===== config.mk =====
export PLATFORM = sky130hd
export DESIGN_NAME = onetoeig_demux
export DESIGN_NICKNAME = d
export VERILOG_FILES = /design/src/rtl/onetoeig_demux_pkg.sv /design/src/rtl/onetoeig_demux_slot_ctr.sv /design/src/rtl/onetoeig_demux.sv
export SDC_FILE = /design/constraint.sdc
export NUM_CORES = 1
export LEC_CHECK = 0
export ABC_AREA = 1
export CAP_MARGIN = 25
export CORE_MARGIN = 1
export CORE_UTILIZATION = 51
export DETAILED_ROUTE_END_ITERATION = 12
export PLACE_DENSITY = 0.8
export SYNTH_ARGS = -nofsm -noshare
export SYNTH_HDL_FRONTEND = slang
export SYNTH_SLANG_ARGS = --single-unit

===== constraint.sdc =====
create_clock -name clk -period 2.75 [get_ports clk]
set_clock_uncertainty 0.15 [all_clocks]
set_input_delay 0.6875 -clock clk [delete_from_list [all_inputs] [get_ports clk]]
set_output_delay 0.6875 -clock clk [all_outputs]
set_load 0.01 [all_outputs]

===== src/rtl/onetoeig_demux_pkg.sv =====
// Shared types and constants for the 1-to-8 time-division demux.
// Imported by the slot counter and the top.
package onetoeig_demux_pkg;

    typedef enum logic {
        HUNT = 1'b0,
        RUN  = 1'b1
    } state_t;

    localparam int NUM_SLOTS = 8;
    localparam int SLOT_W    = 3;

endpackage


===== src/rtl/onetoeig_demux_slot_ctr.sv =====
// 3-bit slot counter: sync restarts at slot 1, valid beats advance.
// wrap flags the beat that completes a frame.
module onetoeig_demux_slot_ctr
    import onetoeig_demux_pkg::*;
(
    input  logic              clk,
    input  logic              rst_n,
    input  logic              load,
    input  logic              en,
    output logic [SLOT_W-1:0] slot,
    output logic              wrap
);

    logic [SLOT_W-1:0] slot_q;

    // Counter register; load has priority over a plain increment.
    always_ff @(posedge clk) begin
        if (!rst_n) begin
            slot_q <= '0;
        end else if (load) begin
            slot_q <= SLOT_W'(1);
        end else if (en) begin
            slot_q <= slot_q + 1'b1;
        end
    end

    assign slot = slot_q;
    assign wrap = en & ~load & (slot_q == SLOT_W'(NUM_SLOTS - 1));

endmodule


===== src/rtl/onetoeig_demux.sv =====
// Registered 1-to-8 time-division demultiplexer with frame capture.
// A sync-qualified beat aligns the slot counter to slot 0.
module onetoeig_demux
    import onetoeig_demux_pkg::*;
#(
    parameter int DATA_W     = 1,
    parameter bit HOLD_UNSEL = 1'b1
) (
    input  logic                  clk,
    input  logic                  rst_n,
    input  logic [DATA_W-1:0]     din,
    input  logic                  din_valid,
    input  logic                  sync,
    output logic [DATA_W-1:0]     d0,
    output logic [DATA_W-1:0]     d1,
    output logic [DATA_W-1:0]     d2,
    output logic [DATA_W-1:0]     d3,
    output logic [DATA_W-1:0]     d4,
    output logic [DATA_W-1:0]     d5,
    output logic [DATA_W-1:0]     d6,
    output logic [DATA_W-1:0]     d7,
    output logic [SLOT_W-1:0]     slot,
    output logic                  locked,
    output logic [8*DATA_W-1:0]   frame_word,
    output logic                  frame_valid,
    output logic                  sync_err
);

    state_t state_q;
    state_t state_d;

    logic                 beat_sync;
    logic                 run_beat;
    logic                 wr_en;
    logic                 wrap;
    logic [SLOT_W-1:0]    wr_idx;
    logic [NUM_SLOTS-1:0] lane_we;
    logic [DATA_W-1:0]    d_q   [NUM_SLOTS];
    logic [DATA_W-1:0]    acc_q [NUM_SLOTS];
    logic [8*DATA_W-1:0]  frame_next;

    assign beat_sync = din_valid & sync;
    assign run_beat  = din_valid & (state_q == RUN);
    assign wr_en     = beat_sync | run_beat;
    assign wr_idx    = beat_sync ? '0 : slot;

    onetoeig_demux_slot_ctr u_slot_ctr (
        .clk   (clk),
        .rst_n (rst_n),
        .load  (beat_sync),
        .en    (run_beat),
        .slot  (slot),
        .wrap  (wrap)
    );

    // Alignment state register.
    always_ff @(posedge clk) begin
        if (!rst_n) begin
            state_q <= HUNT;
        end else begin
            state_q <= state_d;
        end
    end

    // Any sync-qualified beat acquires (or keeps) alignment.
    always_comb begin
        state_d = state_q;
        if (beat_sync) begin
            state_d = RUN;
        end
    end

    // One-hot lane write-enable for the slot being written.
    always_comb begin
        lane_we = '0;
        if (wr_en) begin
            lane_we[wr_idx] = 1'b1;
        end
    end

    // Per-slot outputs; optionally clear unselected lanes on a write.
    always_ff @(posedge clk) begin
        if (!rst_n) begin
            for (int i = 0; i < NUM_SLOTS; i++) begin
                d_q[i] <= '0;
            end
        end else begin
            for (int i = 0; i < NUM_SLOTS; i++) begin
                if (lane_we[i]) begin
                    d_q[i] <= din;
                end else if (wr_en && !HOLD_UNSEL) begin
                    d_q[i] <= '0;
                end
            end
        end
    end

    // Frame accumulator keeps every slot so capture is independent of clearing.
    always_ff @(posedge clk) begin
        if (!rst_n) begin
            for (int i = 0; i < NUM_SLOTS; i++) begin
                acc_q[i] <= '0;
            end
        end else begin
            for (int i = 0; i < NUM_SLOTS; i++) begin
                if (lane_we[i]) begin
                    acc_q[i] <= din;
                end
            end
        end
    end

    // Assemble the completed frame with the slot-7 beat taken from din.
    always_comb begin
        frame_next = '0;
        for (int i = 0; i < NUM_SLOTS - 1; i++) begin
            frame_next[i*DATA_W +: DATA_W] = acc_q[i];
        end
        frame_next[(NUM_SLOTS-1)*DATA_W +: DATA_W] = din;
    end

    // Frame capture, frame strobe and resync error pulse.
    always_ff @(posedge clk) begin
        if (!rst_n) begin
            frame_word  <= '0;
            frame_valid <= 1'b0;
            sync_err    <= 1'b0;
        end else begin
            frame_valid <= wrap;
            sync_err    <= beat_sync & (state_q == RUN) & (slot != '0);
            if (wrap) begin
                frame_word <= frame_next;
            end
        end
    end

    assign d0     = d_q[0];
    assign d1     = d_q[1];
    assign d2     = d_q[2];
    assign d3     = d_q[3];
    assign d4     = d_q[4];
    assign d5     = d_q[5];
    assign d6     = d_q[6];
    assign d7     = d_q[7];
    assign locked = (state_q == RUN);

endmodule


Yosys cells after proc, flatten, opt, wreduce, memory -nomap -nowiden:

Memories as Yosys holds them, arrays and structs flattened. A register that Yosys moved wholly into a read port is not among the register bits.
Index checks and enable logic that the tools add are counted.

* memory bits (writable): 16
* memories kept: 2
* bits in read-only memories: 0
* bits in registers: 14
* input port bits: 5
* latch bits: 0

* bitwise operators: 25
* div/mod/pow operators: 0
* shift operators: 0
* multiplexer cells: 47
* $add $sub $neg: 1
* equality and inequality tests: 1
* magnitude comparators: 2
* reductions and logical operators: 11
* multiply operators: 0

Memories
* acc_q: depth 8, width 1, rd ports 7, clocked after Yosys merged registers in 7, write ports 8, RTL line onetoeig_demux.sv:39 `logic [DATA_W-1:0] acc_q [NUM_SLOTS];`
* d_q: depth 8, width 1, rd ports 8, clocked after Yosys merged registers in 0, write ports 8, RTL line onetoeig_demux.sv:38 `logic [DATA_W-1:0] d_q [NUM_SLOTS];`

Operator list (number)
* $mux W1: 44
* $or A1 B1 Y1: 17
* $mux W8: 1
* $logic_not A1 Y1: 7
* $and A1 B1 Y1: 6
* $lt A3 B4 Y1 const B: 1
* $add A3 B1 Y3 const B: 1
* $demux W1 S3: 1
* $eq A3 B3 Y1 const B: 1
* $ge A3 B1 Y1 const B: 1
* $mux W3: 1
* $reduce_bool A3 Y1: 1
* $not A1 Y1: 2
* $reduce_bool A2 Y1: 1
* $reduce_or A2 Y1: 1
* $logic_and A1 B1 Y1: 1

Longest topological paths before layout:

* depth in word-level cells: 11
* gate-level depth with buffers: 7
* depth with buffers taken out: 7

Cells and area by module:

A second synthesis with hierarchy kept.

* cell total of the unflattened synthesis: 122
* area total of the unflattened synthesis: 985.9 µm²

By module, submodules not included
* onetoeig_demux: area an instance 833.3 µm², instances 1, sequential area each 470.5 µm², cells each 100
* onetoeig_demux_slot_ctr: area an instance 152.6 µm², instances 1, sequential area each 60.1 µm², cells each 22

Least setup slack after synthesis:

No wires, ideal clock.

* kind: input port to flip-flop
* start point: in din_valid
* end point: mem d_q[7][0], in the netlist d_q[0][7] (enable)
* stages on the path: 5
* data required time: 2.298 ns
* arrival time: 1.175 ns
* buffers on the path: 0
* setup time: 0.302 ns
* slack: 1.122 ns
* path through: nand2_2 -> nand2_1 -> nor2_4 -> inv_1 -> o21ai_1

RTL lines
* start: declaration: RTL line onetoeig_demux.sv:12 `input logic din_valid,`
* end: declaration: RTL line onetoeig_demux.sv:38

Worst setup path after layout:

* start point: reg u_slot_ctr.slot_q[2], in the netlist u_slot_ctr.slot[2]
* end point: out slot[2]

RTL lines
* start: declaration: RTL line onetoeig_demux_slot_ctr.sv:14 `logic [SLOT_W-1:0] slot_q;`
* start signal: assignment: RTL line onetoeig_demux_slot_ctr.sv:23 `slot_q <= slot_q + 1'b1;`
* end: declaration: RTL line onetoeig_demux.sv:22 `output logic [SLOT_W-1:0] slot,`

No word-level cell between the ends.

==> impl_metrics.tcl <==
set metrics [dict create \
    dieHeight_um 48.4 \
    cap_violations 0 \
    cts_sinks 27 \
    grt_max_degree 15 \
    drive_gt1_share_pct 7.55 \
    vias 924 \
    cts_buffers 3 \
    clk_pin_slew_worst_paths_ps 140 \
    synth_edf_count 8 \
    internal_power_uw 508 \
    async_flop_share_pct 0 \
    ys_top_cells_by_area "dfxtp_1 (35%), edfxtp_1 (22%), nand2_1 (9.2%)" \
    p_per_area_nw_per_um2 465 \
    syn_area_um2 1100 \
    clock-root-buffer "clkbuf_4" \
    drt_iter0_markers 32 \
    post_cts_buffers 0 \
    cp_data_arrival_time_ps 1420 \
    dr.pass1.iters 6 \
    rsz0062_at_grt "false" \
    finalHoldViolCount 0 \
    cts_max_level 1 \
    viasPerCell 4.97 \
    tightest_slew_ps 299 \
    post_cts_resized 0 \
    ff2ff_setup_slack_ps 1100 \
    avgSynthCellArea_um2 8.45 \
    die-area_um2 2340 \
    path_buf_inv 1 \
    setup_viol_count_final 0 \
    syn-num-nets 138 \
    r2r_cells 7 \
    status "complete, no violations" \
    cts_tree "yes" \
    cp-endpoint "slot[2]" \
    startpoint_type "register" \
    yosysTopAreaCell "dfxtp_1" \
    grt_first_pass_wirelength_mm 3.75 \
    synth_common_cells "nand2_1 (27), nor2_1 (21), dfxtp_1 (19)" \
    setup_ws_ps 492 \
    hpwlAfterDp_mm 1.62 \
    design.core.area_um2 2000 \
    netlist_instances 130 \
    clkLatencyLatePin_ps 310 \
    ant_nets 0 \
    required_ps 1910 \
    critPathMaxStageDelay_ps 600 \
    dominantRegCellSynth "dfxtp_1" \
    start_util_pct 54.9 \
    power_frac_comb_pct 10.2 \
    maxSlewViolCount 0 \
    overflow 0 \
    drc 0 \
    crit_type "register to output pin" \
    slew_headroom_pct 80.1 \
    swShare_pct 23.0 \
    crit_cells 1 \
    place.gp.congestion 0.822 \
    yosysTopAreaCellShare_pct 34.6 \
    cp_slowest_cell "clkdlybuf4s50_1" \
    fin_tns_setup_ps 0 \
    clock_path_buffers 2 \
    crit_start "u_slot_ctr.slot[2]" \
    hp-class "register to register" \
    fin_crit_ps 2260 \
    ys_seq_area_share_pct 56.5 \
    fin_nets 168 \
    area_growth_pct 29.2 \
    post_drt_wl_per_cell_um 11.8 \
    ys_types 17 \
    grtUsageTotal_pct 20.3 \
    fillerInstances 175 \
    leakagePower_nw 0.657 \
    die_w_um 48.4 \
    seq_power_share_pct 64.8 \
    path_cells "clkdlybuf4s50_1" \
    rows 16 \
    io_buffers 26 \
    ir_worst_vdd_v 0.000253 \
    antennaDiodeCount 0 \
    pwr-share-clk_pct 25.0 \
    p_switching_uw 151 \
    dp_slack_ps 511 \
    clock.fmax_mhz 443 \
    grt_pass1_vias 850 \
    ys_ff_latch 27 \
    ctsHoldBuffers 0 \
    regToRegStartpoint "u_slot_ctr.slot[1]" \
    finalCritPeriodShare_pct 82.1 \
    crit_path_end_kind "output pin" \
    yosysWarnings 0 \
    crit_family "buffers and inverters" \
    antenna_found_initial 0 \
    totalWireLength_mm 2.19 \
    critPathMaxFanout 8 \
    synth_most_common_cell "nand2_1" \
    timing.rr.end "frame_word[7]" \
    pin_count 27 \
]
per-stage QoR:
stage | total power [mW] | area, µm² | utilization (%) | std cells | hold slack, ps
after floorplan | 0.470 | 1100 | - | 130 | 294
after global placement | 0.502 | 1390 | 69.6 | 182 | 308
after detailed placement | 0.503 | 1390 | 69.6 | 182 | 315
after CTS | 0.662 | 1420 | 70.9 | 186 | 338
after global routing | 0.685 | 1420 | 70.9 | 186 | 364
final | 0.660 | 1420 | 70.9 | 186 | 343
sequential cells by signal (all words and copies together) (netlist names):
signal / cells
d_q: 8
frame_word: 8
acc_q: 5
u_slot_ctr.slot: 3
frame_valid: 1
locked: 1
sync_err: 1
logic make-up (layout without fill, tap and decap cells):
group / count (synthesis) / in the layout / synth area share (%)
adder cells (fa/ha/maj): 3 / 3 / 3.42
flip-flops: 27 / 27 / 56.5
AO/OA/AOI/OAI: 16 / 16 / 7.52
AND/OR/NAND/NOR: 66 / 66 / 26.1
buffers and inverters: 18 / 47 / 6.49
worst min-delay path, stage by stage (launching register included):
cell and delay, ps:
dfxtp_1 340, nand3_1 80, nand2_1 40
layout by cell type (no fill, tap or decap):
cell / n
nand2_1: 27
nor2_2: 1
dfxtp_1: 19
clkdlybuf4s50_1: 26
inv_2: 2
clkbuf_4: 3
clkbuf_1: 1
o21ai_0: 12
nand2_2: 2
nand3_1: 12
nor3_1: 1
nor2_4: 2
a211oi_1: 1
a21oi_1: 1
edfxtp_1: 8
ha_1: 3
o21ai_1: 2
buf_4: 2
nor2_1: 21
inv_1: 13
worst min-delay path by stage:
stage	startpoint	to	depth (start not counted)
3_3_place_gp	acc_q[1]	acc_q[1]	2
5_1_grt	acc_q[4]	acc_q[4]	2
3_5_place_dp	acc_q[4]	acc_q[4]	2
4_1_cts	acc_q[0]	acc_q[0]	2
6_report	acc_q[1]	acc_q[1]	2
2_1_floorplan	acc_q[3]	acc_q[3]	2
cell type report:
| type | count | area [µm²] | share of cell area, % |
|---|---|---|---|
| Inverter | 15 | 56.3 | 3.97 |
| Timing Repair Buffer | 28 | 275 | 19.4 |
| Clock buffer | 4 | 26.3 | 1.85 |
| Tap cell | 27 | 33.8 | 2.38 |
| Multi-Input combinational cell | 85 | 407 | 28.7 |
| Sequential cell | 27 | 621 | 43.7 |
per-layer routing:
| layer | share of wire (%) | track usage (%) | vias to the layer above |
|---|---|---|---|
| li1 | - | - | 475 |
| met1 | 46 | 27.3 | 414 |
| met2 | 48 | 34.3 | 33 |
| met3 | 5.5 | 2.83 | 2 |
| met4 | 0.55 | 5.88 | 0 |
| met5 | 0 | 0 | - |
power by group through the flow:
stage	combinational [mW]	clock, mW	sequential [mW]
floorplan	0.0294	0	0.441
global placement	0.0658	0	0.436
detailed placement	0.0668	0	0.436
CTS	0.0672	0.168	0.427
global route	0.0738	0.182	0.430
finish	0.0672	0.165	0.427
(Power assumes the default switching activity.)
